===== config.mk =====
export PLATFORM = sky130hd
export DESIGN_NAME = crypto_bus_arb
export DESIGN_NICKNAME = d
export VERILOG_FILES = /design/src/rtl/crypto_bus_arb.sv
export SDC_FILE = /design/constraint.sdc
export NUM_CORES = 1
export LEC_CHECK = 0
export ABC_AREA = 0
export BUFFER_PORTS_ARGS = -buffer_cell sky130_fd_sc_hd__buf_2
export CORE_AREA = 2 2 155 157
export CTS_CLUSTER_DIAMETER = 100
export DETAILED_ROUTE_END_ITERATION = 16
export DIE_AREA = 0 0 157 159
export PLACE_DENSITY = 0.63
export SLEW_MARGIN = 20
export SYNTH_ARGS = -nofsm -noshare
export SYNTH_HDL_FRONTEND = slang
export SYNTH_SLANG_ARGS = --single-unit

===== constraint.sdc =====
create_clock -name clk -period 5.4 [get_ports clk]
set_clock_uncertainty 0.15 [all_clocks]
set_input_delay 1.08 -clock clk [delete_from_list [all_inputs] [get_ports clk]]
set_output_delay 1.08 -clock clk [all_outputs]
set_load 0.03 [all_outputs]

===== src/rtl/crypto_bus_arb.sv =====
// Two-requester round-robin arbiter onto a shared 4-slave crypto bus,
// with address decode, per-transaction timeout and error completion.
module crypto_bus_arb #(
   parameter logic [31:0] BASE_ADDR = 32'h4000_0000,
   parameter int          TIMEOUT   = 16
) (
   input  logic          clk,
   input  logic          rst,
   input  logic [31:0]   m0_addr,
   input  logic [31:0]   m0_wdata,
   input  logic          m0_we,
   input  logic          m0_valid,
   output logic [31:0]   m0_rdata,
   output logic          m0_ready,
   output logic          m0_err,
   input  logic [31:0]   m1_addr,
   input  logic [31:0]   m1_wdata,
   input  logic          m1_we,
   input  logic          m1_valid,
   output logic [31:0]   m1_rdata,
   output logic          m1_ready,
   output logic          m1_err,
   output logic [31:0]   s_addr,
   output logic [31:0]   s_wdata,
   output logic          s_we,
   output logic          s_valid,
   input  logic [127:0]  s_rdata,
   input  logic [3:0]    s_ready,
   output logic [1:0]    grant
);

   typedef enum logic [1:0] {IDLE, ISSUE, WAIT, RESP} state_t;

   localparam logic [7:0] LAST = 8'(TIMEOUT - 1);

   state_t      state;
   logic [7:0]  cnt;
   logic        ptr;
   logic        pick;
   logic [31:0] pick_addr;
   logic [31:0] pick_wdata;
   logic        pick_we;
   logic [1:0]  slv;
   logic [31:0] slice;

   // ptr=1 means m1 has priority when both request
   always_comb begin
      pick       = m1_valid & (~m0_valid | ptr);
      pick_addr  = pick ? m1_addr  : m0_addr;
      pick_wdata = pick ? m1_wdata : m0_wdata;
      pick_we    = pick ? m1_we    : m0_we;
   end

   assign slv   = s_addr[13:12];
   assign slice = s_rdata[{slv, 5'b0} +: 32];

   always_ff @(posedge clk or posedge rst) begin
      if (rst) begin
         state    <= IDLE;
         cnt      <= '0;
         ptr      <= 1'b0;
         grant    <= '0;
         s_addr   <= '0;
         s_wdata  <= '0;
         s_we     <= 1'b0;
         s_valid  <= 1'b0;
         m0_rdata <= '0;
         m0_ready <= 1'b0;
         m0_err   <= 1'b0;
         m1_rdata <= '0;
         m1_ready <= 1'b0;
         m1_err   <= 1'b0;
      end else begin
         unique case (state)
            IDLE: begin
               if (m0_valid | m1_valid) begin
                  s_addr  <= pick_addr;
                  s_wdata <= pick_wdata;
                  s_we    <= pick_we;
                  grant   <= pick ? 2'b10 : 2'b01;
                  if (pick_addr[31:14] == BASE_ADDR[31:14]) begin
                     s_valid <= 1'b1;
                     state   <= ISSUE;
                  end else begin
                     m0_ready <= ~pick;
                     m0_err   <= ~pick;
                     m1_ready <= pick;
                     m1_err   <= pick;
                     state    <= RESP;
                  end
               end
            end
            ISSUE: begin
               s_valid <= 1'b0;
               cnt     <= '0;
               state   <= WAIT;
            end
            WAIT: begin
               if (s_ready[slv]) begin
                  m0_ready <= grant[0];
                  m1_ready <= grant[1];
                  m0_rdata <= (grant[0] & ~s_we) ? slice : '0;
                  m1_rdata <= (grant[1] & ~s_we) ? slice : '0;
                  state    <= RESP;
               end else if (cnt == LAST) begin
                  m0_ready <= grant[0];
                  m1_ready <= grant[1];
                  m0_err   <= grant[0];
                  m1_err   <= grant[1];
                  state    <= RESP;
               end else begin
                  cnt <= cnt + 8'd1;
               end
            end
            RESP: begin
               m0_ready <= 1'b0;
               m0_err   <= 1'b0;
               m0_rdata <= '0;
               m1_ready <= 1'b0;
               m1_err   <= 1'b0;
               m1_rdata <= '0;
               ptr      <= grant[0];
               grant    <= '0;
               state    <= IDLE;
            end
         endcase
      end
   end

endmodule


**Word-level counts from Yosys, hierarchy flattened**

Index checks and enable logic that the tools add are counted.

- Output and inout port bits: 136
- Word-level logic and storage cells: 91
- Bits of input ports: 266
- Bits in registers: 147

- Add/sub/neg operators: 1
- $lt $le $gt $ge: 1
- Mux-type cells: 39
- Equal/unequal tests: 13
- Reduce and logical (&&, ||, !) cells: 14
- Shift-type cells: 1
- Bitwise logic cells: 8

Operator list:

| kind | count |
|---|---|
| $mux 32 | 6 |
| $pmux 32 s2 | 2 |
| $shiftx 128x8->32 | 1 |
| $eq 18x17->1 const B | 1 |
| $mux 8 | 2 |
| $pmux 8 s2 | 1 |
| $mux 1 | 14 |
| $ne 2x2->1 const B | 7 |
| $mux 2 | 6 |
| $pmux 1 s3 | 4 |
| $add 8x1->8 const B | 1 |
| $eq 8x4->1 const B | 1 |
| $pmux 2 s4 | 1 |
| $reduce_and 2->1 | 4 |
| $reduce_bool 2->1 | 4 |
| $reduce_and 3->1 | 2 |
| $reduce_and 5->1 | 1 |
| $eq 2x2->1 const B | 2 |
| $pmux 2 s2 | 1 |
| $reduce_and 4->1 | 1 |
| $and 1x1->1 | 3 |
| $lt 2x3->1 const B | 1 |
| $ne 3x3->1 const B | 1 |
| $not 1->1 | 3 |
| 6 further kinds | 7 |

**Logic depth before layout (Yosys ltp)**

Gate-level depths: netlist (run 1).

- Word-level depth: 8
- Mapped depth: 9
- Gate-level depth less buffers: 7

**Worst setup path before layout (run 1)**

No wires, ideal clock.

- Path type: input port to flip-flop
- Start: in m1_addr[28]
- End: reg m0_ready
- Path buffers: 0
- Data arrival time: 2.584 ns
- Data required time: 5.122 ns
- Library setup time: 0.128 ns
- Slack: 2.539 ns
- Stages: 5
- Cell sequence: or4b_1 -> or3_1 -> o32ai_2 -> nor3b_1 -> mux2_1

- Cells in the longest elaborated chain, start to end: 4

RTL lines:

| what | line | source |
|---|---|---|
| start: declaration | 16 | `input logic [31:0] m1_addr,` |
| $mux 32 | 49 | `pick_addr = pick ? m1_addr : m0_addr;` |
| $eq 18x17->1 | 81 | `if (pick_addr[31:14] == BASE_ADDR[31:14]) begin` |
| $ne 2x2->1 (no line) | - |  |
| $reduce_and 4->1 (no line) | - |  |
| end signal: assignment | 85 | `m0_ready <= ~pick;` |
| end signal: assignment | 100 | `m0_ready <= grant[0];` |
| end signal: assignment | 106 | `m0_ready <= grant[0];` |
| end: declaration | 14 | `output logic m0_ready,` |

Every way passes these cells.
A chain may end at the register's enable or synchronous reset.

**Final worst setup path (run 1)**

- Start: reg s_addr[12]
- End: out s_addr[12]

RTL lines:

| what | line | source |
|---|---|---|
| start: declaration | 23 | `output logic [31:0] s_addr,` |
| start signal: assignment | 77 | `s_addr <= pick_addr;` |

No word-level cell between the ends.

==> results of run 1 <==
## cells in the mapped netlist (2+ instances only)
| library cell | number |
|---|---|
| sky130_fd_sc_hd__mux2_1 | 2 |
| sky130_fd_sc_hd__nand2_1 | 204 |
| sky130_fd_sc_hd__a22o_1 | 2 |
| sky130_fd_sc_hd__a21oi_1 | 3 |
| sky130_fd_sc_hd__nor4_1 | 9 |
| sky130_fd_sc_hd__inv_1 | 11 |
| sky130_fd_sc_hd__buf_6 | 2 |
| sky130_fd_sc_hd__nor3_1 | 3 |
| sky130_fd_sc_hd__mux2i_1 | 66 |
| sky130_fd_sc_hd__or3_1 | 2 |
| sky130_fd_sc_hd__buf_2 | 15 |
| sky130_fd_sc_hd__o2111ai_1 | 2 |
| sky130_fd_sc_hd__nor3b_1 | 4 |
| sky130_fd_sc_hd__dfrtp_1 | 147 |
| sky130_fd_sc_hd__nand3_1 | 72 |
| sky130_fd_sc_hd__ha_1 | 6 |
| sky130_fd_sc_hd__o21ai_0 | 72 |
| sky130_fd_sc_hd__mux4_2 | 32 |
| sky130_fd_sc_hd__o21ai_1 | 2 |
| sky130_fd_sc_hd__nor2_1 | 14 |
| sky130_fd_sc_hd__mux2_2 | 3 |
| sky130_fd_sc_hd__nor2b_1 | 4 |
| sky130_fd_sc_hd__clkbuf_1 | 36 |
| sky130_fd_sc_hd__xnor2_1 | 4 |
## worst min-delay path, cell delays in order, from the launching register on
cell                      delay, ps
sky130_fd_sc_hd__dfrtp_1        340
sky130_fd_sc_hd__nand2_1         50
sky130_fd_sc_hd__nand2_1         50
## report_power, final
group,internal [mW],switching [mW]
Combinational,0.918,2.01
Clock,0.754,0.556
Sequential,1.52,0.228
Total,3.19,2.79
## registers in the layout, indices dropped and copies added, names as in the netlist, 2 cells and up
register	count
m0_rdata	32
m1_rdata	32
s_wdata	32
s_addr	32
cnt	8
state	2
grant	2
## how the worst max path moves through the flow
| stage | startpoint | to | slack, ps |
|---|---|---|---|
| finish | s_addr[12] | s_addr[12] | 2430 |
| global route | s_addr[12] | s_addr[12] | 2260 |
| CTS | s_addr[12] | s_addr[12] | 2330 |
| detailed placement | m0_valid | s_addr[30] | 2020 |
| global placement | m0_valid | s_wdata[5] | 2120 |
| floorplan | rst | cnt[0] | 220 |
## metrics by stage
| stage | area, um2 | setup WS [ps] |
|---|---|---|
| 5_1_grt | 10400 | 2260 |
| 3_3_place_gp | 9720 | 2120 |
| 6_report | 10400 | 2430 |
| 2_1_floorplan | 7410 | 219 |
| 4_1_cts | 10400 | 2330 |
| 3_5_place_dp | 9720 | 2020 |
## kinds of logic (layout without fill, tap and decap cells)
group | count (synthesis) | in the layout | synth area share (%)
buf+inv | 64 | 456 | 3.70
xor+xnor | 4 | 4 | 0.473
simple gates | 317 | 317 | 18.4
flops | 147 | 147 | 49.7
compound gates | 91 | 91 | 7.01
mux | 104 | 104 | 19.8
other cells | 0 | 4 | 0
fa+ha+maj | 6 | 6 | 1.01
## layout make-up
cell class              instances  area [um2]
diodes                          4        10.0
fillers                      2317       12800
flip-flops and latches        147        3680
well taps                     319         399
multi-input cells             522        3510
repair buffers                413        2120
inverters                      11        46.3
clock buffers                  17         425
clock inverters                15         205
## layer usage
metal | GRT usage (%) | routed length [um] | share of wire (%) | vias to the layer above
li1 | - | - | - | 3332
met1 | 24.5 | 10100 | 40 | 3230
met2 | 34.9 | 12800 | 50 | 337
met3 | 5.80 | 2250 | 8.8 | 27
met4 | 5.71 | 441 | 1.7 | 2
met5 | 0 | 11 | 0.043 | -
==> metrics, run 1 <==
largest net degree at the start of global routing 97; synth-to-layout area growth 40.3%; ranking of synthesized cells by area sky130_fd_sc_hd__dfrtp_1 50%, sky130_fd_sc_hd__nand2_1 10%, sky130_fd_sc_hd__mux4_2 9.7%; Antenna Nets Post-Route 0; count of different cell masters after synthesis 40; crit path launch type flop; Clock H-tree levels 4; reg-to-reg slack, setup 2780 ps; total of max-cap violations 0; clock tree root driver cell sky130_fd_sc_hd__clkbuf_16; Tmin final 2970 ps; number of synthesized flops with an enable pin 0; Worst R2R Path Depth 7; Worst setup EP type output pin; routability congestion estimate from global placement 0.803; vias post-DR 6,928; share of Yosys cell area claimed by the top area cell type 49.7%; Hold Path Depth 2; required time of the critical path 4170 ps; Hold Crit Endpoint m1_rdata[15]; mean number of vias per cell 4.78; share of synthesized registers carrying an async set or reset 100%; initial antenna violation count 5; total of hold buffers inserted after clock tree synthesis 0; unrepaired setup endpoints after global routing false; startpoint of the lowest-slack hold path m1_rdata[15]; number of nets in the synthesized netlist 1,005; reported leakage power 5.81 nW; Critical R2R Capture m1_ready; instance count on the critical path 2; commonest non-fill, non-tap cell in the layout sky130_fd_sc_hd__buf_2; Hold Crit Class flop to flop; critical path data arrival time 1740 ps; drt first-iter violations 394; Crit path largest cell delay 570 ps; area of the die 25,000 um2; global-route usage over all layers 20.2%; sum of routed wire length over all layers 25.6 mm; number of standard cells in the final layout excluding fillers 1,448; global-route congestion overflow total 0; clock tree from TritonCTS built; Top Family by Delay on Critical Path buffers and inverters; total power draw 5.98 mW; Setup TNS 0 ps; post-synthesis sequential element count 147; ys flop type sky130_fd_sc_hd__dfrtp_1; most frequent cells in the layout 401 x sky130_fd_sc_hd__buf_2, 204 x sky130_fd_sc_hd__nand2_1, 146 x sky130_fd_sc_hd__dfrtp_1; I/O pin total 402; Post-Synthesis Cells 733; number of nets in the layout 1,384; mapped cell area 7410 um2; count of clock tree sinks 147; list of cells traversed by the critical path buf_4 > buf_2; setup bufs post-CTS 0; clock transition at the register clock pins on the worst setup and hold paths after CTS 70 ps; Num CTS Buffers 17; vertical die dimension 159 um; measured slew at the worst slew-check pin 927 ps; standard-cell rows 56; worst hold slack 311 ps; worst vdd rail ir drop 0.000326 V; result of the run complete, no violations; share of the yosys chip area belonging to registers 49.7%; critical register-to-register path startpoint state[0]; endpoints failing hold 0; global-route wire length before repair 38.7 mm; mean post-synth cell area 10.1 um2; Power Density 576 nW/um2; proportion of layout cells with a drive suffix above 1 43.6%; detail-routed net length per standard cell 17.7 um; critical path start-end classification flop to output pin; number of port buffers 401; Setup Viol. Count Final 0; library cell with the largest summed area after synthesis sky130_fd_sc_hd__dfrtp_1; DP Wirelength 19.5 mm; die boundary width 157 um; number of global-route vias before repair 6,823; share of the cycle needed by the critical path after routing 55.0%; number of design rule violations left after detail routing 0; Fmax 337 MHz; number of cells after detailed placement 1,411; Max stage delay cell, worst path sky130_fd_sc_hd__buf_4; number of buffers and inverters on the critical path 2; CTS Buffer Depth 2; first drt pass iteration count 4; clock latency at the later pin of the worst-skew pair 420 ps; Final Max Slew Viols 0; initial standard-cell utilization of the core 31.9%; worst-path fanout max 34; number of warnings reported in the yosys synthesis log 0; remaining max-slew budget at the tightest pin 38.2%; Floorplan Core Area 23,200 um2; post-cts repair resize count 0; share of the core filled with cells in the final layout 44.8%
Note: power is estimated with default switching activity, not from simulation.
==> run 2, diff against run 1 <==
- ABC_AREA: 0 -> 1
- CORE_AREA: 2 2 155 157 -> 2 2 158 160
- DIE_AREA: 0 0 157 159 -> 0 0 160 162
- PLACE_DENSITY: 0.63 -> 0.59
- clock period: 5.4 -> 3.1 ns (I/O delays scaled with it)
==> metrics, run 2 <==
critical register-to-register path startpoint state[0]; routability congestion estimate from global placement 0.862 (+7.3%); part of the total power dissipated in sequential elements 28.1% (-1.1 points); Tmin final 2470 ps; required time of the critical path 2330 ps (-1840 ps); die boundary width 160 um (+1.9%); mean number of vias per cell 4.89 (+2.2%); total of max-cap violations 0 (unchanged); clock transition at the register clock pins on the worst setup and hold paths after CTS 60 ps (about the same); number of warnings reported in the yosys synthesis log 0 (unchanged); area of the die 25,900 um2 (+3.8%); Filler Cell Count 2,506 (+8.2%); worst vdd rail ir drop 0.000465 V (+43%); reported leakage power 5.45 nW (-6.3%); share of the yosys chip area belonging to registers 48.6% (-1.0 points); number of port buffers 401 (unchanged); Final Max Slew Viols 0 (unchanged); post-cts repair resize count 0 (unchanged); number of synthesized flops with an enable pin 0 (unchanged); Worst R2R Path Depth 7 (unchanged); Setup TNS 0 ps (unchanged); number of global-route vias before repair 8,027 (+18%); number of design rule violations left after detail routing 0 (unchanged); Post-Synthesis Cells 954 (+30%); result of the run complete, no violations; number of nets in the layout 1,591 (+15%); I/O pin total 402 (unchanged); critical path data arrival time 1700 ps (-40 ps); first drt pass iteration count 4 (unchanged); clock tree root driver cell sky130_fd_sc_hd__clkbuf_16; Fmax 405 MHz; largest net degree at the start of global routing 72 (-26%); critical path start-end classification flop to output pin; net switching power of the design 5.72 mW (+100%); ranking of synthesized cells by area sky130_fd_sc_hd__dfrtp_1 49%, sky130_fd_sc_hd__nand2_1 15%, sky130_fd_sc_hd__o21ai_0 7.0%; Hold Crit Class input pin to async pin; Critical R2R Capture grant[0]; endpoint of the worst setup timing path s_addr[12]; initial antenna violation count 3 (-2); synth-to-layout area growth 37.8%; clock tree from TritonCTS built; post-synthesis sequential element count 147 (unchanged); count of different cell masters after synthesis 29 (-28%); ys flop type sky130_fd_sc_hd__dfrtp_1; origin of the worst setup path s_addr[12]; vertical die dimension 162 um (+1.9%); global-route congestion overflow total 0 (unchanged); crit path launch type flop; switching share of power 50.4% (+3.7 points); reg-to-reg slack, setup 700 ps (-2080 ps); setup bufs post-CTS 0 (unchanged); total of hold buffers inserted after clock tree synthesis 0 (unchanged); worst-path fanout max 65 (+91%); number of nets in the synthesized netlist 1,226 (+22%); commonest non-fill, non-tap cell in the layout sky130_fd_sc_hd__buf_2; library cell with the highest instance count after synthesis sky130_fd_sc_hd__nand2_1; Worst setup EP type output pin; most frequent cells in the layout 401 x sky130_fd_sc_hd__buf_2, 304 x sky130_fd_sc_hd__nand2_1, 146 x sky130_fd_sc_hd__dfrtp_1; global-route wire length before repair 43.1 mm (+11%); Power Density 1090 nW/um2 (+89%); clock share of power 17.7% (-4.2 points); CTS Buffer Depth 2 (unchanged); mapped cell area 7570 um2 (+2.1%); remaining max-slew budget at the tightest pin 30.7% (-7.5 points); library cell with the largest summed area after synthesis sky130_fd_sc_hd__dfrtp_1; endpoints failing hold 0 (unchanged); drt first-iter violations 497 (+26%); unrepaired setup endpoints after global routing false; count of clock tree sinks 147 (unchanged); mean post-synth cell area 7.93 um2 (-22%); detail-routed net length per standard cell 16.6 um (-6.1%); worst hold slack 118 ps (-193 ps); Setup Viol. Count Final 0 (unchanged); global-route usage over all layers 20.9% (+0.71 points); sum of routed wire length over all layers 27.5 mm (+7.4%); Antenna Nets Post-Route 0 (unchanged); DP Wirelength 20.5 mm (+5.2%); Floorplan Core Area 24,100 um2 (+3.9%); portion of total power attributed to combinational logic 54.2% (+5.3 points); measured slew at the worst slew-check pin 1040 ps (+112 ps); vias post-DR 8,104 (+17%); share of Yosys cell area claimed by the top area cell type 48.6% (-1.0 points); top cell types by occurrence after synthesis 305 x sky130_fd_sc_hd__nand2_1, 147 x sky130_fd_sc_hd__dfrtp_1, 106 x sky130_fd_sc_hd__o21ai_0; Clock H-tree levels 4 (unchanged); share of the cycle needed by the critical path after routing 79.6%; internal portion of total power 5.64 mW (+77%); Num CTS Buffers 17 (unchanged); proportion of layout cells with a drive suffix above 1 34.6% (-9.0 points); share of synthesized registers carrying an async set or reset 100% (unchanged); standard-cell rows 57 (+1.8%); initial standard-cell utilization of the core 31.4% (-0.55 points); clock latency at the later pin of the worst-skew pair 420 ps (about the same)
run 2: cell count changes after synthesis, sizes merged, moves of 12 or more:
| cell | change |
|---|---|
| mux4 | -33 |
| nand2 | +104 |
| nor2 | +67 |
| a32o | +32 |
| inv | +30 |
| o21ai | +39 |
| o31ai | +64 |
| a21oi | +34 |
| buf | +12 |
| mux2i | -66 |
| nand3 | -45 |
run 2: power by group through the flow:
stage | Sequential, mW | Combinational [mW] | Clock [mW]
after CTS | 3.19 | 6.21 | 2.07
after floorplan | 4.69 | 2.75 | 0
final | 3.19 | 6.15 | 2.01
after global placement | 3.20 | 6.17 | 0
after detailed placement | 3.21 | 6.19 | 0
after global routing | 3.29 | 6.72 | 2.15
run 2: area by class of cell:
class | count | area, um2 | area share (%)
well taps | 324 | 405 | 3.89
diodes | 1 | 2.50 | 0.0240
multi-input cells | 696 | 3450 | 33.1
repair buffers | 415 | 2160 | 20.7
flip-flops and latches | 147 | 3680 | 35.3
clock buffers | 20 | 447 | 4.28
inverters | 42 | 161 | 1.55
clock inverters | 12 | 121 | 1.16
run 2: worst min-delay path by stage:
stage                 from     endpoint  slack, ps  cells after the start
6_report               rst   s_wdata[0]        120                      2
5_1_grt                rst   s_wdata[4]        130                      2
4_1_cts                rst    s_addr[1]        110                      2
3_5_place_dp   m0_rdata[7]  m0_rdata[7]        310                      2
3_3_place_gp        cnt[4]       cnt[4]        290                      1
2_1_floorplan       cnt[4]       cnt[4]        270                      1
run 2: through the flow:
step	util (%)	power (mW)	area [um2]	setup WS [ps]	cells
after floorplan	-	7.44	7570	483	954
after global placement	40.9	9.37	9850	537	1624
after detailed placement	40.9	9.41	9850	490	1624
after CTS	43.2	11.5	10400	624	1656
after global routing	43.2	12.2	10400	454	1657
final	43.2	11.4	10400	633	1657
run 2: critical path: stages, from the launching register on:
cell and delay, ps:
sky130_fd_sc_hd__dfrtp_2 390, sky130_fd_sc_hd__buf_4 530, sky130_fd_sc_hd__buf_2 320
run 2: logic make-up (layout without fill, tap and decap cells):
| group | Yosys count | after routing | share of synthesized area [%] |
|---|---|---|---|
| AOI/OAI and AO/OA | 265 | 265 | 22.3 |
| xor gates and xnor gates | 1 | 1 | 0.116 |
| adders and majority gates | 6 | 6 | 0.992 |
| buffers and inverters | 111 | 489 | 6.04 |
| DFF | 147 | 147 | 48.6 |
| other | 0 | 1 | 0 |
| and+or+nand+nor | 424 | 424 | 21.9 |
run 2: layer usage:
| layer | GRT usage [%] | up-vias | wire length [um] |
|---|---|---|---|
| met5 | 0 | - | 0 |
| met4 | 6.14 | 0 | 446 |
| met3 | 6.28 | 27 | 2180 |
| met2 | 35.6 | 327 | 13100 |
| met1 | 25.8 | 3775 | 11700 |
| li1 | - | 3975 | - |
==> run 3, diff against run 2 <==
- ABC_AREA: 1 -> 0
- CORE_AREA: 2 2 158 160 -> 2 2 155 157
- DIE_AREA: 0 0 160 162 -> 0 0 157 159
- PLACE_DENSITY: 0.59 -> 0.63
- clock period: 3.1 -> 2.2 ns (I/O delays scaled with it)
==> metrics, run 3 (synthesis results as in run 1) <==
initial antenna violation count 5 (+2); remaining max-slew budget at the tightest pin 71.7% (+41 points); vias post-DR 6,976 (-14%); endpoints failing hold 0 (unchanged); CTS Buffer Depth 2 (unchanged); Setup Viol. Count Final 0 (unchanged); worst-path fanout max 3 (-95%); clock tree from TritonCTS built; area of the die 25,000 um2 (-3.7%); switching share of power 45.8% (-4.6 points); number of nets in the layout 1,413 (-11%); critical register-to-register path startpoint s_addr[12]; part of the total power dissipated in sequential elements 28.7% (+0.6 points); number of port buffers 401 (unchanged); Clock H-tree levels 4 (unchanged); Fmax 459 MHz; clock share of power 20.5% (+2.8 points); Worst setup EP type flop; internal portion of total power 8.15 mW (+45%); worst vdd rail ir drop 0.000929 V (+100%); Worst R2R Path Depth 5 (-2); first drt pass iteration count 4 (unchanged); Final Max Slew Viols 0 (unchanged); largest net degree at the start of global routing 68 (-5.6%); sum of routed wire length over all layers 25.3 mm (-7.9%); Floorplan Core Area 23,200 um2 (-3.8%); commonest non-fill, non-tap cell in the layout sky130_fd_sc_hd__buf_2; reg-to-reg slack, setup 20 ps (-680 ps); global-route usage over all layers 20.2% (-0.76 points); Power Density 1400 nW/um2 (+28%); total of max-cap violations 0 (unchanged); standard-cell rows 56 (-1.8%); crit path launch type flop; share of the cycle needed by the critical path after routing 99.0%; Hold Crit Class input pin to flop; DP Wirelength 19.8 mm (-3.6%); routability congestion estimate from global placement 0.828 (-4.0%); global-route wire length before repair 38.7 mm (-10%); startpoint of the lowest-slack hold path m1_addr[3]; reported leakage power 5.97 nW (+9.6%); drt first-iter violations 332 (-33%); critical path start-end classification flop to flop; die boundary width 157 um (-1.9%); clock latency at the later pin of the worst-skew pair 420 ps (about the same); Setup TNS 0 ps (unchanged); global-route congestion overflow total 0 (unchanged); post-route design area 10,700 um2 (+3.0%); Tmin final 2180 ps; Placed Area 10,100 um2 (+2.0%); Critical R2R Capture m0_ready; measured slew at the worst slew-check pin 425 ps (-615 ps); portion of total power attributed to combinational logic 50.9% (-3.3 points); I/O pin total 402 (unchanged); Hold Crit Endpoint s_addr[3]; number of global-route vias before repair 7,097 (-12%); Filler Cell Count 2,278 (-9.1%); clock tree root driver cell sky130_fd_sc_hd__clkbuf_16; vertical die dimension 159 um (-1.9%); Antenna Nets Post-Route 0 (unchanged); synth-to-layout area growth 45.0%; initial standard-cell utilization of the core 31.9% (+0.55 points); critical path data arrival time 2320 ps (+620 ps); total power draw 15.0 mW (+32%); required time of the critical path 2340 ps (about the same); unrepaired setup endpoints after global routing true; mean number of vias per cell 4.72 (-3.4%); number of design rule violations left after detail routing 0 (unchanged); proportion of layout cells with a drive suffix above 1 45.4% (+11 points); count of clock tree sinks 147 (unchanged); detail-routed net length per standard cell 17.1 um (+3.4%); most frequent cells in the layout 401 x sky130_fd_sc_hd__buf_2, 204 x sky130_fd_sc_hd__nand2_1, 145 x sky130_fd_sc_hd__dfrtp_1; number of cells after detailed placement 1,439 (-11%); net switching power of the design 6.88 mW (+20%); Num CTS Buffers 17 (unchanged); clock transition at the register clock pins on the worst setup and hold paths after CTS 70 ps (about the same); number of standard cells in the final layout excluding fillers 1,477 (-11%); Hold Path Depth 3; result of the run complete, no violations
[run 3: layout make-up]
cell class	instances	area, um2	share of cell area (%)
diodes	4	10.0	0.0932
clock buffers	19	433	4.03
flip-flops and latches	147	3680	34.3
clock inverters	13	174	1.62
inverters	11	45.0	0.419
well taps	319	399	3.72
repair buffers	442	2450	22.8
multi-input cells	522	3550	33.1
[run 3: per-layer routing]
| layer | up-vias | share of wire (%) | track usage [%] |
|---|---|---|---|
| met4 | 2 | 1.7 | 7.34 |
| li1 | 3387 | - | - |
| met3 | 22 | 7.2 | 4.38 |
| met1 | 3283 | 39 | 23.6 |
| met5 | - | 0.051 | 0 |
| met2 | 282 | 52 | 36.0 |
[run 3: power groups by stage]
stage | combinational [mW] | sequential [mW] | clock, mW
final | 7.64 | 4.31 | 3.08
after global routing | 8.28 | 4.45 | 3.24
after global placement | 7.58 | 4.33 | 0
after floorplan | 3.09 | 6.22 | 0
after CTS | 7.69 | 4.32 | 3.14
after detailed placement | 7.68 | 4.36 | 0
[run 3: worst max-delay path, cell delays in order (launching register included)]
cell	delay, ps
sky130_fd_sc_hd__dfrtp_2	400
sky130_fd_sc_hd__mux4_2	530
sky130_fd_sc_hd__a211o_1	340
sky130_fd_sc_hd__a21boi_4	160
sky130_fd_sc_hd__nor3b_4	170
sky130_fd_sc_hd__mux2_4	310
[run 3: timing repair]
item	in CTS	in global routing
setup buffers	0	1
pin swaps	0	1
hold buffers	1	0
setup endpoints to repair	3	2
gates resized for setup	3	6
hold endpoints to repair	4	0
[run 3: how the worst max path moves through the flow]
stage	slack [ps]	start	cells past startpoint	endpoint
after floorplan	-250	s_addr[12]	7	m0_ready
after global placement	-390	m1_addr[28]	6	m0_ready
after detailed placement	-420	m1_addr[28]	6	m0_ready
after CTS	20	s_addr[12]	5	m0_ready
after global routing	-40	s_addr[12]	5	m0_ready
final	20	s_addr[12]	5	m0_ready
[run 3: through the flow]
step	setup slack [ps]	hold WS (ps)	util (%)
3_5_place_dp	-423	229	43.4
5_1_grt	-43.0	151	46.3
6_report	22.7	158	46.3
4_1_cts	17.1	136	46.1
2_1_floorplan	-252	319	-
3_3_place_gp	-388	232	43.4
